**src/rtl/tetris_pkg.sv**
```systemverilog
// Shared board geometry, template codes and curtain state encoding.
// Pure declarations; no timing of its own.
// Imported by the board scanner top and the curtain sequencer.
package tetris_pkg;

  localparam int BOARD_COLS = 10;
  localparam int BOARD_ROWS = 20;
  localparam int BLOCK_PX   = 16;
  localparam int BOARD_W    = BOARD_COLS * BLOCK_PX;  // 160 pixels
  localparam int BOARD_H    = BOARD_ROWS * BLOCK_PX;  // 320 pixels

  // Template code handed to block_memory; EMPTY renders black.
  typedef enum logic [1:0] {
    TPL_WHITE = 2'b00,
    TPL_LIGHT = 2'b01,
    TPL_DARK  = 2'b10,
    TPL_EMPTY = 2'b11
  } template_e;

  // Game-over curtain sequencer states.
  typedef enum logic [1:0] {
    CUR_IDLE = 2'b00,
    CUR_FILL = 2'b01,
    CUR_DONE = 2'b10
  } curtain_state_e;

  // Linear board RAM address of a cell: row*10 + col, built from shifts.
  function automatic logic [7:0] cell_addr(input logic [4:0] row, input logic [3:0] col);
    return {row, 3'b000} + {2'b00, row, 1'b0} + {4'b0000, col};
  endfunction

endpackage

```
**src/rtl/board_scanner_curtain_fsm.sv**
```systemverilog
// Game-over curtain sequencer: lowers the curtain one block row per CURTAIN_DIV frames.
// Latency: state and counters update on the rising edge after the qualifying input.
// No backpressure; restart always wins and returns to IDLE with counters cleared.
module curtain_fsm
  import tetris_pkg::*;
#(
  parameter int CURTAIN_DIV = 4
) (
  input  logic       i_clk,
  input  logic       i_rst_n,
  input  logic       i_frame_tick,
  input  logic       i_gameover_req,
  input  logic       i_restart,
  output logic [1:0] o_state,
  output logic [4:0] o_curtain_row,
  output logic       o_curtain_done
);

  localparam logic [3:0] LAST_DIV = 4'(CURTAIN_DIV - 1);
  localparam logic [4:0] LAST_ROW = 5'(BOARD_ROWS - 1);

  curtain_state_e r_state;
  curtain_state_e w_state_nxt;
  logic [4:0]     r_row;
  logic [4:0]     w_row_nxt;
  logic [3:0]     r_div;
  logic [3:0]     w_div_nxt;

  // State and counter registers; reset abandons any curtain in progress.
  always_ff @(posedge i_clk or negedge i_rst_n) begin
    if (!i_rst_n) begin
      r_state <= CUR_IDLE;
      r_row   <= 5'd0;
      r_div   <= 4'd0;
    end else begin
      r_state <= w_state_nxt;
      r_row   <= w_row_nxt;
      r_div   <= w_div_nxt;
    end
  end

  // Next-state logic: start on request, step rows on divided frame ticks, restart clears.
  always_comb begin
    w_state_nxt = r_state;
    w_row_nxt   = r_row;
    w_div_nxt   = r_div;
    case (r_state)
      CUR_IDLE: begin
        // A restart pulse in the same cycle as the request keeps us idle for that cycle.
        if (!i_restart && i_gameover_req) begin
          w_state_nxt = CUR_FILL;
          w_row_nxt   = 5'd0;
          w_div_nxt   = 4'd0;
        end
      end
      CUR_FILL: begin
        if (i_restart) begin
          w_state_nxt = CUR_IDLE;
          w_row_nxt   = 5'd0;
          w_div_nxt   = 4'd0;
        end else if (i_frame_tick) begin
          if (r_div == LAST_DIV) begin
            w_div_nxt = 4'd0;
            // Bottom row already covered: the curtain is complete, row stays put.
            if (r_row == LAST_ROW) begin
              w_state_nxt = CUR_DONE;
            end else begin
              w_row_nxt = r_row + 5'd1;
            end
          end else begin
            w_div_nxt = r_div + 4'd1;
          end
        end
      end
      CUR_DONE: begin
        if (i_restart) begin
          w_state_nxt = CUR_IDLE;
          w_row_nxt   = 5'd0;
          w_div_nxt   = 4'd0;
        end
      end
      default: begin
        w_state_nxt = CUR_IDLE;
        w_row_nxt   = 5'd0;
        w_div_nxt   = 4'd0;
      end
    endcase
  end

  assign o_state        = r_state;
  assign o_curtain_row  = r_row;
  assign o_curtain_done = (r_state == CUR_DONE);

endmodule

```
**src/rtl/board_scanner.sv**
```systemverilog
// Maps the scan position onto the 10x20 Tetris board, fetches cell data and applies the curtain.
// Latency: every output reflects DrawX/DrawY from exactly 2 rising edges earlier.
// Free-running pipeline with no stalls; board RAM must answer one cycle after board_addr.
module board_scanner
  import tetris_pkg::*;
#(
  parameter logic [9:0] BOARD_X0    = 10'd240,
  parameter logic [9:0] BOARD_Y0    = 10'd80,
  parameter int         CURTAIN_DIV = 4
) (
  input  logic       Clk,
  input  logic       Reset_n,
  input  logic [9:0] DrawX,
  input  logic [9:0] DrawY,
  input  logic       frame_tick,
  input  logic       gameover_req,
  input  logic       restart,
  output logic [7:0] board_addr,
  input  logic [1:0] board_data,
  output logic [1:0] block_template,
  output logic [3:0] pixel_x,
  output logic [3:0] pixel_y,
  output logic       gameover,
  output logic       in_board,
  output logic       curtain_done
);

  // Inclusive far edges, widened so a board placed near the screen edge cannot wrap.
  localparam logic [10:0] X_LAST = {1'b0, BOARD_X0} + 11'(BOARD_W - 1);
  localparam logic [10:0] Y_LAST = {1'b0, BOARD_Y0} + 11'(BOARD_H - 1);

  logic [9:0] w_dx;
  logic [9:0] w_dy;
  logic       w_inside;
  logic       w_unused_hi;
  logic [1:0] w_state;
  logic [4:0] w_curtain_row;

  // Stage 1 registers
  logic [3:0] r_dx_lo1;
  logic [3:0] r_dy_lo1;
  logic [4:0] r_row1;
  logic       r_inside1;
  logic [7:0] r_addr;

  // Stage 2 registers
  logic [3:0] r_pix_x;
  logic [3:0] r_pix_y;
  logic [4:0] r_row2;
  logic       r_inside2;
  logic [1:0] r_data;

  // Board-relative offsets; below-origin positions wrap here but are rejected by the compares.
  assign w_dx = DrawX - BOARD_X0;
  assign w_dy = DrawY - BOARD_Y0;

  assign w_inside = (DrawX >= BOARD_X0) && ({1'b0, DrawX} <= X_LAST) &&
                    (DrawY >= BOARD_Y0) && ({1'b0, DrawY} <= Y_LAST);

  // Offset bits beyond the board extent are never needed once inside is known.
  assign w_unused_hi = ^{w_dx[9:8], w_dy[9]};

  // Stage 1: capture offsets and issue the cell address (parked at 0 off-board).
  always_ff @(posedge Clk or negedge Reset_n) begin
    if (!Reset_n) begin
      r_dx_lo1  <= 4'd0;
      r_dy_lo1  <= 4'd0;
      r_row1    <= 5'd0;
      r_inside1 <= 1'b0;
      r_addr    <= 8'd0;
    end else begin
      r_dx_lo1  <= w_dx[3:0];
      r_dy_lo1  <= w_dy[3:0];
      r_row1    <= w_dy[8:4];
      r_inside1 <= w_inside;
      r_addr    <= w_inside ? cell_addr(w_dy[8:4], w_dx[7:4]) : 8'd0;
    end
  end

  // Stage 2: align pixel coordinates and row with the RAM data returned for stage 1.
  always_ff @(posedge Clk or negedge Reset_n) begin
    if (!Reset_n) begin
      r_pix_x   <= 4'd0;
      r_pix_y   <= 4'd0;
      r_row2    <= 5'd0;
      r_inside2 <= 1'b0;
      r_data    <= 2'b00;
    end else begin
      r_pix_x   <= r_dx_lo1;
      r_pix_y   <= r_dy_lo1;
      r_row2    <= r_row1;
      r_inside2 <= r_inside1;
      r_data    <= board_data;
    end
  end

  curtain_fsm #(
    .CURTAIN_DIV (CURTAIN_DIV)
  ) u_curtain (
    .i_clk          (Clk),
    .i_rst_n        (Reset_n),
    .i_frame_tick   (frame_tick),
    .i_gameover_req (gameover_req),
    .i_restart      (restart),
    .o_state        (w_state),
    .o_curtain_row  (w_curtain_row),
    .o_curtain_done (curtain_done)
  );

  assign board_addr     = r_addr;
  assign pixel_x        = r_pix_x;
  assign pixel_y        = r_pix_y;
  assign in_board       = r_inside2;
  assign block_template = r_inside2 ? r_data : TPL_EMPTY;

  // Curtain covers every row up to and including the current curtain row, or all once done.
  assign gameover = r_inside2 &&
                    ((w_state == CUR_DONE) ||
                     ((w_state == CUR_FILL) && (r_row2 <= w_curtain_row)));

endmodule

```
**config.mk**
```make
export PLATFORM = sky130hd
export DESIGN_NAME = board_scanner
export DESIGN_NICKNAME = d
export VERILOG_FILES = /design/src/rtl/tetris_pkg.sv /design/src/rtl/board_scanner_curtain_fsm.sv /design/src/rtl/board_scanner.sv
export SDC_FILE = /design/constraint.sdc
export NUM_CORES = 1
export LEC_CHECK = 0
export ABC_AREA = 1
export ABC_CLOCK_PERIOD_IN_PS = 1800
export BUFFER_PORTS_ARGS = -buffer_cell sky130_fd_sc_hd__buf_2
export CORE_MARGIN = 2
export CORE_UTILIZATION = 44
export DETAILED_ROUTE_END_ITERATION = 12
export PLACE_DENSITY = 0.66
export SYNTH_ARGS = -nofsm -noshare
export SYNTH_HDL_FRONTEND = slang
export SYNTH_SLANG_ARGS = --single-unit
```
**constraint.sdc**
```tcl
create_clock -name Clk -period 1.8 [get_ports Clk]
set_input_delay 0 -clock Clk [delete_from_list [all_inputs] [get_ports Clk]]
set_output_delay 0 -clock Clk [all_outputs]
set_load 0.01 [all_outputs]
```
==> metrics.yaml <==
status: "completed"
drc: 0
die_w_um: 77.7
place_ws_ns: -0.288
ir_drop_v: 0.000353
hpwl_um: 3220
core-area_um2: 5170
worst_pin_slew_ns: 0.593
critical_path_buf_inv_count: 5
grt_pass1_wl_um: 7410
multi_input_area_um2: 1140
gp_congestion: 0.807
clock_path_buffers: 2
vias: 1856
power_frac_seq: 0.430
row_count: 26
die_area_um2: 6040
end_kind: "register"
layout_common_cells: "nand2_1 (48), dfrtp_1 (48), buf_2 (46)"
worst_slack_ns: 0.0450
dp_cells: 382
maxSlewHeadroom: 0.605
ios: 48
internal-power_mw: 1.95
worstHoldPathType: "in -> reg"
initial_core_util: 0.462
clock_sinks: 49
n_antenna_cell: 0
insertion_delay_ns: 0.30
syn_avg_cell_area_um2: 9.64
numCtsBuffers: 5
cpPeakStageDelay_ns: 0.54
yosys_warnings: 0
comb_power_share: 0.361
netlist_area_um2: 2390
worstPathMaxFanout: 3
grt_start_max_net_pins: 27
power.leakage_nw: 1.65
syn2layout_area_growth_pct: 35.1
grt_pass1_vias: 1815
viasPerCell: 4.57
timing.fmax_mhz: 570
h-tree-depth: 2
antenna_found_initial: 0
hold_viol_final: 0
timing.final.crit_share: 0.975
netSwitchingPower_mw: 1.07
critPathRequiredTime_ns: 2.03
worst_clock_skew_ns: 0.00307
layout-drive-gt1-share: 0.375
syn_inst: 248
grt_overflow_total: 0
path_clk_slew_ns: 0.09
root_buffer: "clkbuf_8"
p_clk_frac: 0.209
finalMaxSlewViolations: 0
grt_usage: 0.155
antenna_left: 0
first_pass_iters: 4
final_nets: 385
crit_family: "adder cells"
cap_viol_max_count: 0
cts_tree: "yes"
power_density_nw_per_um2: 934
yosysUniqueCellTypes: 27
regArea_um2: 1230
port_buffers: 47
fillers: 442
postLayoutCoreUtil: 0.624
setup_viol: 0
rsz0062_at_grt: "true"
wirelength_um: 4400
cp_slowest_cell: "fa_1"
switching_share: 0.354
crit_type: "in -> reg"
ys_ff_latch: 49
yosysSeqAreaShare: 0.513
route.detailed.wl_per_inst_um: 10.8
period_needed_ns: 1.76
synth.net_count: 298
hold_ws_ns: 0.0611
final_cells: 406
arrival_ns: 1.98
fp.dieH_um: 77.7
start_kind: "input port"
path_cells: "buf_8 -> clkinvlp_4 -> ha_4 -> inv_4 -> nor2_4 -> nor2_4 -> fa_1 -> inv_2 -> fa_2 -> inv_2 -> nand2_2 -> nand2_2 -> a21oi_2 -> xor2_1 -> nor2_1"
dr.first_iter.drc_count: 48
logic make-up (layout without fill, tap and decap cells):
group | count (synthesis) | in the layout | synth area share
buffers and inverters | 37 | 125 | 0.0602
AOI/OAI and AO/OA | 14 | 14 | 0.0351
DFF | 49 | 49 | 0.513
and+or+nand+nor | 115 | 115 | 0.229
xor gates and xnor gates | 10 | 10 | 0.0366
adders and majority gates | 23 | 23 | 0.127
Yosys cell counts:
cell type / n / area share
nand2_1: 52 / 0.082
or2_1: 2 / 0.0052
nand4_1: 5 / 0.013
nor3_1: 3 / 0.0063
ha_1: 21 / 0.11
nor4_1: 1 / 0.0026
inv_6: 1 / 0.0037
inv_2: 9 / 0.014
nor2_1: 26 / 0.041
inv_1: 27 / 0.042
nor2_4: 2 / 0.0094
o21ai_1: 6 / 0.013
nand2_4: 2 / 0.0094
and2_1: 1 / 0.0026
a21oi_1: 5 / 0.010
nand2_2: 4 / 0.010
o21ai_4: 1 / 0.0068
o21ai_0: 1 / 0.0021
nand3_1: 10 / 0.021
xor2_1: 9 / 0.033
xnor2_1: 1 / 0.0037
dfrtp_1: 49 / 0.51
o21a_1: 1 / 0.0031
nand3_2: 2 / 0.0084
nand3_4: 1 / 0.0073
fa_1: 2 / 0.017
nor2_2: 4 / 0.010
through the flow:
| stage | TNS [ns] | power (mW) | cell area, µm² |
|---|---|---|---|
| after floorplan | -0.0905 | 2.05 | 2450 |
| after global placement | -0.795 | 2.32 | 2910 |
| after detailed placement | -1.12 | 2.35 | 2910 |
| after CTS | 0 | 3.01 | 3120 |
| after global routing | -0.0907 | 3.26 | 3230 |
| final | 0 | 3.02 | 3230 |
power groups by stage:
| stage | clock (mW) | sequential (mW) | combinational (mW) |
|---|---|---|---|
| CTS | 0.659 | 1.30 | 1.06 |
| global placement | 0 | 1.32 | 1.01 |
| detailed placement | 0 | 1.32 | 1.03 |
| finish | 0.630 | 1.30 | 1.09 |
| global route | 0.707 | 1.31 | 1.23 |
| floorplan | 0 | 1.31 | 0.736 |
worst paths after layout:
path | cells after the start | to | slack, ns | from
worst max-delay path | 15 | board_addr[6]$_DFF_PN0_ | 0.04 | DrawY[4]
worst min-delay path | 3 | r_row1[0]$_DFF_PN0_ | 0.06 | DrawY[4]
worst max register to register | 7 | u_curtain.o_curtain_row[2]$_DFFE_PN0P_ | 0.39 | u_curtain.o_curtain_row[0]$_DFFE_PN0P_
worst min register to register | 0 | pixel_y[3]$_DFF_PN0_ | 0.35 | r_dy_lo1[3]$_DFF_PN0_
max in group asynchronous | 3 | u_curtain.o_curtain_row[2]$_DFFE_PN0P_ | 1.03 | Reset_n
min in group asynchronous | 2 | r_dx_lo1[2]$_DFF_PN0_ | 0.23 | Reset_n
worst register-to-register path, stage by stage, from the launching register on:
cell,delay [ns]
dfrtp_1,0.43
ha_1,0.25
nand4_1,0.20
o21ai_4,0.22
inv_2,0.06
nand2_4,0.08
nand2_1,0.06
nand2_1,0.05
per-layer routing:
layer  up-vias  GRT usage  routed length (µm)
met5         -          0                   0
met4         0     0.0536                  42
met3         5     0.0326                 148
met2        37      0.297                2490
met1       866      0.167                1720
li1        948          -                   -
area by class of cell:
cell class | instances | area share
flip-flops and latches | 49 | 0.380
multi-input cells | 162 | 0.354
clock inverters | 2 | 0.00426
well taps | 70 | 0.0271
clock buffers | 6 | 0.0225
repair buffers | 80 | 0.166
inverters | 37 | 0.0465
what timing repair did:
action / in CTS / in global routing
resized for setup: 1 / 21
setup buffers: 0 / 4
hold buffers: 12 / 0
endpoints found under the hold margin: 36 / 0
pin swaps: 0 / 15
cloned: 0 / 0
endpoints found under the setup margin: 1 / 5
state kept, by name (all words and copies together), names as in the netlist:
signal	count
board_addr	8
r_row1	5
r_row2	5
u_curtain.o_curtain_row	5
pixel_x	4
pixel_y	4
r_dx_lo1	4
r_dy_lo1	4
u_curtain.r_div	4
r_data	2
u_curtain.o_state	2
in_board	1
r_inside1	1
Note: power is estimated with default switching activity, not from simulation.
